<file path="src/rtl/keypad_matrix_scan.sv">
// 4x4 active-low keypad scanner with frame debounce, single-key one-hot output and press strobe.
// Optional auto-repeat of the press strobe is built when KEYPAD_REPEAT_EN is defined.
module keypad_matrix_scan #(
    parameter int SCAN_DIV        = 50000,
    parameter int DEBOUNCE_FRAMES = 8,
    parameter int REPEAT_FRAMES   = 200
) (
    input  logic        clk,
    input  logic        rst_n,
    input  logic [3:0]  row,
    output logic [3:0]  col,
    output logic [15:0] onehot,
    output logic [3:0]  key_code,
    output logic        key_press
);

    localparam int DIV_W = $clog2(SCAN_DIV);
    localparam int CNT_W = $clog2(DEBOUNCE_FRAMES + 1);
    localparam logic [DIV_W-1:0] DIV_LAST = DIV_W'(SCAN_DIV - 1);
    localparam logic [CNT_W-1:0] CNT_MAX  = CNT_W'(DEBOUNCE_FRAMES);

    localparam logic [1:0] COL0 = 2'd0;
    localparam logic [1:0] COL1 = 2'd1;
    localparam logic [1:0] COL2 = 2'd2;
    localparam logic [1:0] COL3 = 2'd3;

    if (SCAN_DIV < 4 || DEBOUNCE_FRAMES < 1 || REPEAT_FRAMES < 1) begin : g_bad_param
        $error("keypad_matrix_scan: parameter out of range");
    end

    function automatic logic is_single(input logic [15:0] v);
        return (v != 16'h0000) && ((v & (v - 16'h0001)) == 16'h0000);
    endfunction

    function automatic logic [3:0] onehot_index(input logic [15:0] v);
        logic [3:0] idx;
        idx = 4'd0;
        for (int i = 0; i < 16; i++) begin
            if (v[i]) idx = 4'(i);
        end
        return idx;
    endfunction

    logic [3:0]       r_sync1, r_sync2;
    logic [DIV_W-1:0] r_div;
    logic [1:0]       r_state;
    logic [3:0]       r_col;
    logic [15:0]      r_frame, r_prev;
    logic [CNT_W-1:0] r_stable_cnt;
    logic             r_eval, r_upd;
    logic [15:0]      r_onehot;
    logic [3:0]       r_key_code;
    logic             r_key_press;

    logic             w_div_last;
    logic [1:0]       w_state_nxt;
    logic [3:0]       w_col_nxt;
    logic [15:0]      w_frame_nxt;
    logic [15:0]      w_onehot_nxt;
    logic             w_change;
    logic             w_rep_hit;

    assign w_div_last = (r_div == DIV_LAST);

    always_comb begin
        w_state_nxt = r_state;
        w_col_nxt   = r_col;
        if (w_div_last) begin
            case (r_state)
                COL0:    begin w_state_nxt = COL1; w_col_nxt = 4'b1101; end
                COL1:    begin w_state_nxt = COL2; w_col_nxt = 4'b1011; end
                COL2:    begin w_state_nxt = COL3; w_col_nxt = 4'b0111; end
                COL3:    begin w_state_nxt = COL0; w_col_nxt = 4'b1110; end
                default: begin w_state_nxt = COL0; w_col_nxt = 4'b1110; end
            endcase
        end else begin
            w_state_nxt = r_state;
            w_col_nxt   = r_col;
        end
    end

    // Sample in the last divider cycle so the synchronizer has settled on the new column.
    always_comb begin
        w_frame_nxt = r_frame;
        if (w_div_last) begin
            case (r_state)
                COL0:    {w_frame_nxt[12], w_frame_nxt[8], w_frame_nxt[4], w_frame_nxt[0]} = ~r_sync2;
                COL1:    {w_frame_nxt[13], w_frame_nxt[9], w_frame_nxt[5], w_frame_nxt[1]} = ~r_sync2;
                COL2:    {w_frame_nxt[14], w_frame_nxt[10], w_frame_nxt[6], w_frame_nxt[2]} = ~r_sync2;
                COL3:    {w_frame_nxt[15], w_frame_nxt[11], w_frame_nxt[7], w_frame_nxt[3]} = ~r_sync2;
                default: w_frame_nxt = r_frame;
            endcase
        end else begin
            w_frame_nxt = r_frame;
        end
    end

    always_ff @(posedge clk) begin
        if (!rst_n) begin
            r_sync1 <= 4'b1111;
            r_sync2 <= 4'b1111;
            r_div   <= '0;
            r_state <= COL0;
            r_col   <= 4'b1110;
            r_frame <= 16'h0000;
            r_eval  <= 1'b0;
        end else begin
            r_sync1 <= row;
            r_sync2 <= r_sync1;
            r_div   <= w_div_last ? '0 : r_div + DIV_W'(1);
            r_state <= w_state_nxt;
            r_col   <= w_col_nxt;
            r_frame <= w_frame_nxt;
            r_eval  <= w_div_last && (r_state == COL3);
        end
    end

    // Frame-to-frame comparison runs the cycle after the COL3 sample lands in r_frame.
    always_ff @(posedge clk) begin
        if (!rst_n) begin
            r_prev       <= 16'h0000;
            r_stable_cnt <= '0;
            r_upd        <= 1'b0;
        end else begin
            r_upd <= r_eval;
            if (r_eval) begin
                r_prev <= r_frame;
                if (r_frame == r_prev) begin
                    r_stable_cnt <= (r_stable_cnt == CNT_MAX) ? r_stable_cnt
                                                               : r_stable_cnt + CNT_W'(1);
                end else begin
                    r_stable_cnt <= '0;
                end
            end else begin
                r_prev       <= r_prev;
                r_stable_cnt <= r_stable_cnt;
            end
        end
    end

    always_comb begin
        w_onehot_nxt = r_onehot;
        w_change     = 1'b0;
        if (r_upd) begin
            if (r_stable_cnt == CNT_MAX) begin
                w_onehot_nxt = is_single(r_prev) ? r_prev : 16'h0000;
            end else begin
                w_onehot_nxt = r_onehot;
            end
            w_change = (w_onehot_nxt != 16'h0000) && (w_onehot_nxt != r_onehot);
        end else begin
            w_onehot_nxt = r_onehot;
            w_change     = 1'b0;
        end
    end

`ifdef KEYPAD_REPEAT_EN
    localparam int REP_W = $clog2(REPEAT_FRAMES + 1);
    localparam logic [REP_W-1:0] REP_LAST = REP_W'(REPEAT_FRAMES - 1);

    logic [REP_W-1:0] r_rep_cnt;

    assign w_rep_hit = r_upd && (w_onehot_nxt != 16'h0000) && (w_onehot_nxt == r_onehot)
                       && (r_rep_cnt == REP_LAST);

    // Counts frame ends while the same key stays accepted.
    always_ff @(posedge clk) begin
        if (!rst_n) begin
            r_rep_cnt <= '0;
        end else if (r_upd) begin
            if ((w_onehot_nxt == 16'h0000) || (w_onehot_nxt != r_onehot) || w_rep_hit) begin
                r_rep_cnt <= '0;
            end else begin
                r_rep_cnt <= r_rep_cnt + REP_W'(1);
            end
        end else begin
            r_rep_cnt <= r_rep_cnt;
        end
    end
`else
    assign w_rep_hit = 1'b0;
`endif

    always_ff @(posedge clk) begin
        if (!rst_n) begin
            r_onehot    <= 16'h0000;
            r_key_code  <= 4'd0;
            r_key_press <= 1'b0;
        end else begin
            r_onehot    <= w_onehot_nxt;
            r_key_code  <= (w_onehot_nxt != 16'h0000) ? onehot_index(w_onehot_nxt) : r_key_code;
            r_key_press <= w_change || w_rep_hit;
        end
    end

    assign col       = r_col;
    assign onehot    = r_onehot;
    assign key_code  = r_key_code;
    assign key_press = r_key_press;

endmodule

</file>
<file path="config.mk">
export PLATFORM = sky130hd
export DESIGN_NAME = keypad_matrix_scan
export DESIGN_NICKNAME = d
export VERILOG_FILES = /design/src/rtl/keypad_matrix_scan.sv
export SDC_FILE = /design/constraint.sdc
export NUM_CORES = 1
export LEC_CHECK = 0
export BUFFER_PORTS_ARGS = -buffer_cell sky130_fd_sc_hd__clkbuf_2
export CORE_ASPECT_RATIO = 1.75
export CORE_MARGIN = 2
export CORE_UTILIZATION = 42
export DETAILED_ROUTE_END_ITERATION = 8
export GPL_ROUTABILITY_DRIVEN = 0
export PLACE_DENSITY = 0.63
export RECOVER_POWER = 100
export SETUP_SLACK_MARGIN = 0.4
export SLEW_MARGIN = 10
export SYNTH_ARGS = -nofsm -noshare
export SYNTH_HDL_FRONTEND = slang
export SYNTH_SLANG_ARGS = --single-unit
</file>
<file path="constraint.sdc">
create_clock -name clk -period 5.9 [get_ports clk]
set_clock_uncertainty 0.05 [all_clocks]
set_input_delay 0.295 -clock clk [delete_from_list [all_inputs] [get_ports clk]]
set_output_delay 0.295 -clock clk [all_outputs]
set_load 0.01 [all_outputs]
</file>
==> flow_results.org, run 1 <==
** Worst hold path
- Endpoint with the worst hold slack :: r_sync1[2]
- Class of the tightest hold or removal check :: primary input to flop
- Worst min-delay path startpoint :: row[2]
- Worst hold path depth :: 2

** Critical path
- Kind of cell adding the most delay to the critical path :: simple AND/OR/NAND/NOR gates
- The worst setup path is captured at a flop.
- Startpoint types :: flop
- The setup path with the least slack is of type flop to flop.
- FF-to-FF End :: key_code[0]
- Worst R2R Setup Slack :: 1710 ps
- Delay of the slowest critical-path stage :: 1130 ps
- For the worst setup path, the data required time is 6110 ps.
- Of all nets on the critical path, the largest fanout is 11.
- Worst Path Buf+Inv :: 0
- The startpoint identified for the worst register-to-register timing path is r_prev[5].
- The slowest stage of the critical path belongs to the cell sky130_fd_sc_hd__nor4_1.
- WP data arrival :: 4400 ps
- Dominant cell type by count on the critical path :: sky130_fd_sc_hd__o31ai_1
- The signal on the critical path passes through or4_1, o41ai_1, o2111ai_1, nor4_1, o31ai_1, a221oi_1, o31ai_1, a21boi_0.
- Counting cells, the worst reg-to-reg path comes to 8.

** Die
- IO Count :: 31
- From bottom edge to top edge, the die measures 142 µm.
- Initial cell density of the core :: 43.0%
- Row generation in the floorplan step produced 50 rows.
- Die width :: 82.9 µm
- The floorplan step defined a die boundary enclosing 0.0118 mm².
- The floorplan step defined a core boundary enclosing 0.0106 mm².

** STA
- The final count of hold timing violations came to 0.
- Clock period minus worst slack :: 4190 ps
- For the pin with the worst max-slew slack, the measured transition is 2680 ps.
- The number of slew-limit violations in the final report was 73.
- Timing would allow up to 239 MHz.
- The worst path uses 71.0% of the clock period.
- Headroom to the max-slew limit came out at -78.6%.
- Setup total negative slack on the finished layout was measured at 0 ps.
- Setup violations remaining at the end of the flow were counted as 0.
- Across all setup checks in the final design, the least slack found is 1710 ps.
- Setup repair after global routing left no endpoint under its margin.

** Status
- Violations in the final reports :: capacitance limit, slew limit
- The run finished, with violations left.

** Finish
- The final layout contains 561 nets.
- The repair_antennas step left the layout with diodes totalling 0.
- Synthesis-to-layout area growth :: 8.09%
- Most common cell after layout, fill and taps aside :: sky130_fd_sc_hd__dfxtp_1
- Cells fill 46.5% of the core in the end.
- Commonest cells after routing, fill and taps aside :: sky130_fd_sc_hd__dfxtp_1 (89), sky130_fd_sc_hd__nand2_1 (61), sky130_fd_sc_hd__nor2_1 (48)
- The finished cells cover 0.00495 mm².
- The post-route netlist has 5.47% of its cells at a drive strength greater than 1.

** Synthesis
- Synth unique cells :: 55
- Library cell with the largest summed area after synthesis :: sky130_fd_sc_hd__dfxtp_1
- In the synthesized netlist the async set-or-reset flop fraction comes to 0%.
- After synthesis the cells add up to 0.00458 mm².
- The synthesized design contains 0 enable-type register cells.
- Total of flip-flops plus latches after synthesis :: 89
- In this run the mean area of a mapped cell was 8.49 µm².
- Summing the sequential cell areas from Yosys gives 38.9% of the chip area.
- After synthesis, the cell types taking the most area are sky130_fd_sc_hd__dfxtp_1 (39%), sky130_fd_sc_hd__nand2_1 (5.0%), sky130_fd_sc_hd__xor2_1 (5.0%).
- Yosys warning count :: 0
- When the netlist entered floorplanning its net count stood at 556.
- Among all flip-flop cells after synthesis, the most frequent one is sky130_fd_sc_hd__dfxtp_1.
- Fraction of synthesized cell area taken by the top area cell type :: 38.9%
- Post-synthesis instance total :: 539

** GRT
- After global routing the overflow that remains totals 0.
- After global routing, the most crowded layer is met2.
- The initial antenna violation count came to 0.
- Global routing usage on met3 :: 3.65%
- Entering global routing, the biggest net connects 73 pins.
- Met2 routing resource usage after global routing :: 31.5%
- Across every metal layer, demand over resource in global routing totals 18.6%.
- The first global-routing pass estimated 17600 µm of wire.
- The number of global-route vias before repair was 3637.
- GR met1 Demand/Resource :: 19.9%

** Clock network
- Total setup buffers inserted after CTS :: 0
- TritonCTS built the clock tree.
- Buffers inserted to repair hold after CTS numbered 0.
- After clock tree synthesis, the clock-pin slew on the worst setup and hold paths is 60 ps.
- Clock insertion delay at the later pin of the skew report :: 340 ps
- Total number of clock tree sinks :: 89
- Num CTS Buffers :: 9
- The H-tree was split into 3 levels.
- Library cell used as clock root buffer :: sky130_fd_sc_hd__clkbuf_16
- The longest clock path from root to sink contains 2 buffers.
- Once the clock tree was built, the resizer swapped 0 gates to a different size.

** Pwr
- Areal power density over the cells :: 236 mW/mm²
- Overall power consumption after layout is estimated at 1.17 mW.
- Max rail drop VDD :: 0.157 mV
- Sw Ratio :: 21.1%
- Flop pwr share :: 52.2%
- Cell internal power was estimated by the tool at 0.920 mW.
- Clock group share of total power :: 46.2%
- In this run, the combinational gates consume 1.6% of the power.
- The analysis attributes to cell leakage a power of 2.01 nW.
- In this run the power spent charging and discharging nets is 0.246 mW.

** Drt
- In the final routed layout, each cell accounts on average for 16.2 µm.
- The first routing iteration left 285 violations.
- Number of detailed-routing iterations run before antenna repair :: 5
- Summed over all layers, the routed wires come to 11000 µm.
- Post-route DRC :: 0
- DRT antenna net count :: 0
- Via-per-instance ratio :: 5.65
- Number of vias after detailed routing :: 3834

** Place
- Worst slack at placement :: 2260 ps
- During placement, the flow inserted port buffers numbering 30.
- The HPWL after detailed placement is 7800 µm.
- Summing all placed instances gives a cell area of 0.00473 mm².

** Job
- Maximum Capacitance Violations :: 1
[metrics by stage]
step                hold slack (ps)  cells
CTS                            78.4    678
global placement                342    663
floorplan                       336    539
global route                   88.5    678
detailed placement              341    663
finish                         87.8    678
[cell usage after synthesis, types with 5 or more instances]
library cell	count
sky130_fd_sc_hd__mux2i_1	17
sky130_fd_sc_hd__inv_1	26
sky130_fd_sc_hd__xnor2_1	7
sky130_fd_sc_hd__nor2_1	48
sky130_fd_sc_hd__o211ai_1	6
sky130_fd_sc_hd__nand3_1	29
sky130_fd_sc_hd__ha_1	11
sky130_fd_sc_hd__o31ai_1	6
sky130_fd_sc_hd__o22ai_1	5
sky130_fd_sc_hd__o21ai_0	9
sky130_fd_sc_hd__nor4_1	13
sky130_fd_sc_hd__o211a_1	16
sky130_fd_sc_hd__nand2b_1	8
sky130_fd_sc_hd__nand2_1	61
sky130_fd_sc_hd__a21boi_1	12
sky130_fd_sc_hd__a31oi_1	6
sky130_fd_sc_hd__a21boi_0	5
sky130_fd_sc_hd__dfxtp_1	89
sky130_fd_sc_hd__xor2_1	26
sky130_fd_sc_hd__nor2b_1	18
sky130_fd_sc_hd__buf_2	6
sky130_fd_sc_hd__nand4_1	7
sky130_fd_sc_hd__clkbuf_1	25
sky130_fd_sc_hd__a21oi_1	14
[worst reg2reg max path, stage by stage, from the launching register on]
cell and delay (ps):
sky130_fd_sc_hd__dfxtp_1 420, sky130_fd_sc_hd__or4_1 720, sky130_fd_sc_hd__o41ai_1 410, sky130_fd_sc_hd__o2111ai_1 360, sky130_fd_sc_hd__nor4_1 1130, sky130_fd_sc_hd__o31ai_1 220
sky130_fd_sc_hd__a221oi_1 520, sky130_fd_sc_hd__o31ai_1 130, sky130_fd_sc_hd__a21boi_0 160
[cell type report]
cell class	instances	area [µm²]
fill	1086	5690
multi-input combinational	385	2490
inverter	26	97.6
tap	130	163
clock inverter	4	26.3
clock buffer	11	253
timing repair buffer	33	138
sequential	89	1780
[worst max path at each step]
stage	start	to	slack, ps	cells past startpoint
3_3_place_gp	r_prev[5]	key_press	2300	8
6_report	r_prev[5]	key_code[0]	1710	8
3_5_place_dp	r_prev[5]	key_press	2260	8
4_1_cts	r_prev[5]	key_press	2230	8
2_1_floorplan	r_prev[1]	key_press	3000	11
5_1_grt	r_prev[5]	key_code[0]	1730	8
[power groups by stage]
| stage | combinational, mW | clock [mW] | sequential (mW) |
|---|---|---|---|
| 6_report | 0.0185 | 0.539 | 0.608 |
| 2_1_floorplan | 0.0142 | 0 | 0.621 |
| 3_5_place_dp | 0.0185 | 0 | 0.622 |
| 4_1_cts | 0.0185 | 0.557 | 0.608 |
| 5_1_grt | 0.0213 | 0.577 | 0.608 |
| 3_3_place_gp | 0.0181 | 0 | 0.622 |
[registers in the layout, summed over array words and instances (netlist names)]
register	cells
r_upd	1
r_state	2
r_eval	1
key_press	1
r_sync1	4
col	4
key_code	4
onehot	16
r_sync2	4
r_stable_cnt	4
r_prev	16
r_frame	16
r_div	16
[layer usage]
metal | part of all wire (%) | wire length, µm
met3 | 4.7 | 517
met1 | 40 | 4400
met5 | 0 | 0
met4 | 6.7 | 733
met2 | 49 | 5340
[kinds of logic (layout without fill, tap and decap cells)]
logic type / Yosys count / count (layout) / synth area share [%]
flip-flops: 89 / 89 / 38.9
multiplexers: 17 / 17 / 3.72
XOR/XNOR: 33 / 33 / 6.31
AO/OA/AOI/OAI: 109 / 109 / 18.2
buffers and inverters: 65 / 74 / 6.07
AND/OR/NAND/NOR: 213 / 213 / 23.3
adder cells (fa/ha/maj): 13 / 13 / 3.47
No activity file was read; power rests on OpenSTA's default activity.
==> inputs of run 2 (changes only) <==
- PLACE_DENSITY: 0.63 -> 0.65
- clock period: 5.9 -> 3.7 ns (I/O delays scaled with it)
==> run 2 against run 1 <==
The run now ends clean. Core utilization up 1.8 points. Die area unchanged. Critical path depth up 1. Wire length up 4.8%. First-iteration DRC count up 4.9%. Non-clock buffer count up 13. Global-route usage up 1.6 points. Sequential share of layout area down 1.3 points. Maximum frequency up 30%. Cell count up 2.1%.
==> flow_results.org, run 2 (synthesis results as in run 1) <==
** Status
- Run status :: finished, final reports clean

** Place
- Port Buffer Count :: 30 (unchanged)
- HPWL after DPL :: 8250 µm (+5.8%)
- Cell total after placement :: 672 (+1.4%)

** STA
- The number of slew-limit violations in the final report was 0 (-100%).
- The final count of hold timing violations came to 0 (unchanged).
- Total Negative Setup Slacks :: 0 ps (unchanged)
- Setup repair after global routing could not meet its margin everywhere.
- Max transition margin :: 7.67% (+86 points)
- The final count of negative-setup-slack endpoints was 0 (unchanged).
- The maximum clock rate is 310 MHz (+30%).
- Transition time at the pin with the least slew margin :: 1390 ps (-1290 ps)
- The post-route minimum period was 3230 ps (-960 ps).
- Final clock period utilization by the worst path :: 87.2% (+16 points)

** Finish
- Number of non-filler instances in the completed layout :: 692 (+2.1%)
- Most common cell after layout, fill and taps aside :: sky130_fd_sc_hd__dfxtp_1
- The total number of nets in the final design was 574 (+2.3%).
- Number of filler instances in the final layout :: 1041 (-4.1%)
- Share of cells above drive strength 1 :: 7.83% (+2.4 points)
- Synthesis-to-layout area growth :: 12.2%
- Commonest cells after routing, fill and taps aside :: sky130_fd_sc_hd__dfxtp_1 (89), sky130_fd_sc_hd__nand2_1 (61), sky130_fd_sc_hd__nor2_1 (48)
- The area of combinational cells with multiple inputs came to 0.00254 mm² (+2.3%).
- Register cell area after layout :: 0.00178 mm² (unchanged)
- Number of diodes added for antenna fixing :: 0 (unchanged)

** Critical path
- Among cell families on the critical path, the largest total delay comes from compound AO/OA/AOI/OAI gates.
- Crit. Startpoint :: r_prev[1]
- Launch point of the worst reg-to-reg path :: r_prev[1]
- For this design, the slowest cell found on the critical path is sky130_fd_sc_hd__or4_4.
- Largest driver fanout on the critical path :: 14 (+3)
- The number of buffers and inverters on the critical path came to 1 (+1).
- The stage delay of the slowest cell on the critical path came to 640 ps (-490 ps).
- The arrival time reported for the critical path endpoint was 3410 ps (-990 ps).
- Cell-by-cell trace of the critical path :: or4_4, a211oi_1, o2111ai_4, nor3_4, buf_4, nand2_1, o22ai_1, a21oi_1, o31a_1
- Startpoint types :: flop
- The critical path required time came to 3880 ps (-2230 ps).
- Setup Crit Path Kind :: flop to flop
- The worst setup path is captured at a flop.

** Job
- Maximum Capacitance Violations :: 0 (-1)

** Clock network
- Reg clk slew, reported paths :: 70 ps (about the same)
- The clock sink count came to 89 (unchanged).
- TritonCTS built the clock tree.
- The TritonCTS buffer count was 9 (unchanged).
- The maximum number of buffers from clock root to sink is 2 (unchanged).
- The tree is rooted in a sky130_fd_sc_hd__clkbuf_16.
- H-tree depth :: 3 (unchanged)
- Clock insertion delay at the later pin of the skew report :: 350 ps (about the same)

** Die
- The horizontal die dimension was 82.9 µm (unchanged).
- The placeable core area came to 0.0106 mm² (unchanged).
- The effective utilization at floorplan was 43.0% (unchanged).
- Chip height :: 142 µm (unchanged)
- Die area :: 0.0118 mm² (unchanged)
- IO Count :: 31 (unchanged)
- Number of cell rows :: 50 (unchanged)

** GRT
- Number of antenna violations at the first check in global routing :: 0 (unchanged)
- The number of global-route vias before repair was 3893 (+7.0%).
- The wire length of the first global-routing pass was 19000 µm (+7.8%).
- All-Layer GR Usage :: 20.2% (+1.6 points)
- The global-route congestion overflow total came to 0 (unchanged).
- Maximum number of pins on one net before global-route repair :: 39 (-47%)

** Drt
- The average routed wire per standard cell came to 16.6 µm (+2.7%).
- Number of vias after detailed routing :: 4007 (+4.5%)
- Number of design-rule violations left by the first detailed-router iteration :: 299 (+4.9%)
- Via-per-instance ratio :: 5.79 (+2.4%)
- The count of antenna-violating nets left after detailed routing came to 0 (unchanged).
- Total length of routed wires :: 11500 µm (+4.8%)
- Number of detailed-routing iterations run before antenna repair :: 5 (unchanged)
- Post-route DRC :: 0 (unchanged)

** Worst hold path
- The worst hold path belongs to the class flop to flop.
- Worst min-delay path startpoint :: r_sync1[2]

** Pwr
- The power density over the cells came to 376 mW/mm² (+59%).
- Leakage power total :: 2.09 nW (+4.2%)
- The maximum ir drop on the vdd rail came to 0.267 mV (+70%).
==> run 2: changes by cell type in the layout (fill, tap and decap cells not counted), sizes merged <==
cell,previous run,this run
clkbuf,42,41
inv,27,28
bufinv,0,1
dlygate4sd3,0,4
buf,2,11
==> run 2: per-stage QoR <==
stage / area, µm² / power, mW / util (%) / setup WS, ps / hold slack, ps
after detailed placement: 4800 / 1.02 / 45.1 / 589 / 322
after floorplan: 4580 / 1.01 / - / 804 / 236
after CTS: 5140 / 1.95 / 48.4 / 531 / 357
final: 5130 / 1.93 / 48.3 / 474 / 359
after global routing: 5130 / 1.98 / 48.3 / 319 / 373
after global placement: 4800 / 1.02 / 45.1 / 626 / 323
==> run 2: cell type report <==
class / instances / share of cell area (%)
Clock inverter: 6 / 1.46
Timing Repair Buffer: 46 / 4.75
Clock buffer: 10 / 4.46
Sequential cell: 89 / 34.7
Inverter: 26 / 1.90
Tap cell: 130 / 3.17
Multi-Input combinational cell: 385 / 49.6
==> run 2: what timing repair did <==
item	CTS	global route
hold buffers	4	0
hold endpoints to repair	4	0
setup endpoints to repair	0	4
setup buffers	0	0
resized for setup	0	4
==> run 2: layer usage <==
metal / GRT usage [%] / wire length [µm]
met1: 21.0 / 4260
met2: 36.9 / 6000
met3: 3.25 / 533
met4: 13.5 / 730
met5: 0 / 0
==> run 2: power breakdown <==
| part | switching [mW] | total [mW] | internal (mW) |
|---|---|---|---|
| Sequential | 0.00505 | 0.969 | 0.964 |
| Combinational | 0.0166 | 0.0317 | 0.0152 |
| Clock | 0.395 | 0.928 | 0.533 |
==> run 2: final timing paths <==
| check | cells past startpoint | end | slack (ps) |
|---|---|---|---|
| worst min register to register | 1 | r_sync2[2] | 360 |
| worst max-delay path | 9 | key_code[2] | 470 |
| worst max register to register | 9 | key_code[2] | 470 |
| worst min-delay path | 1 | r_sync2[2] | 360 |
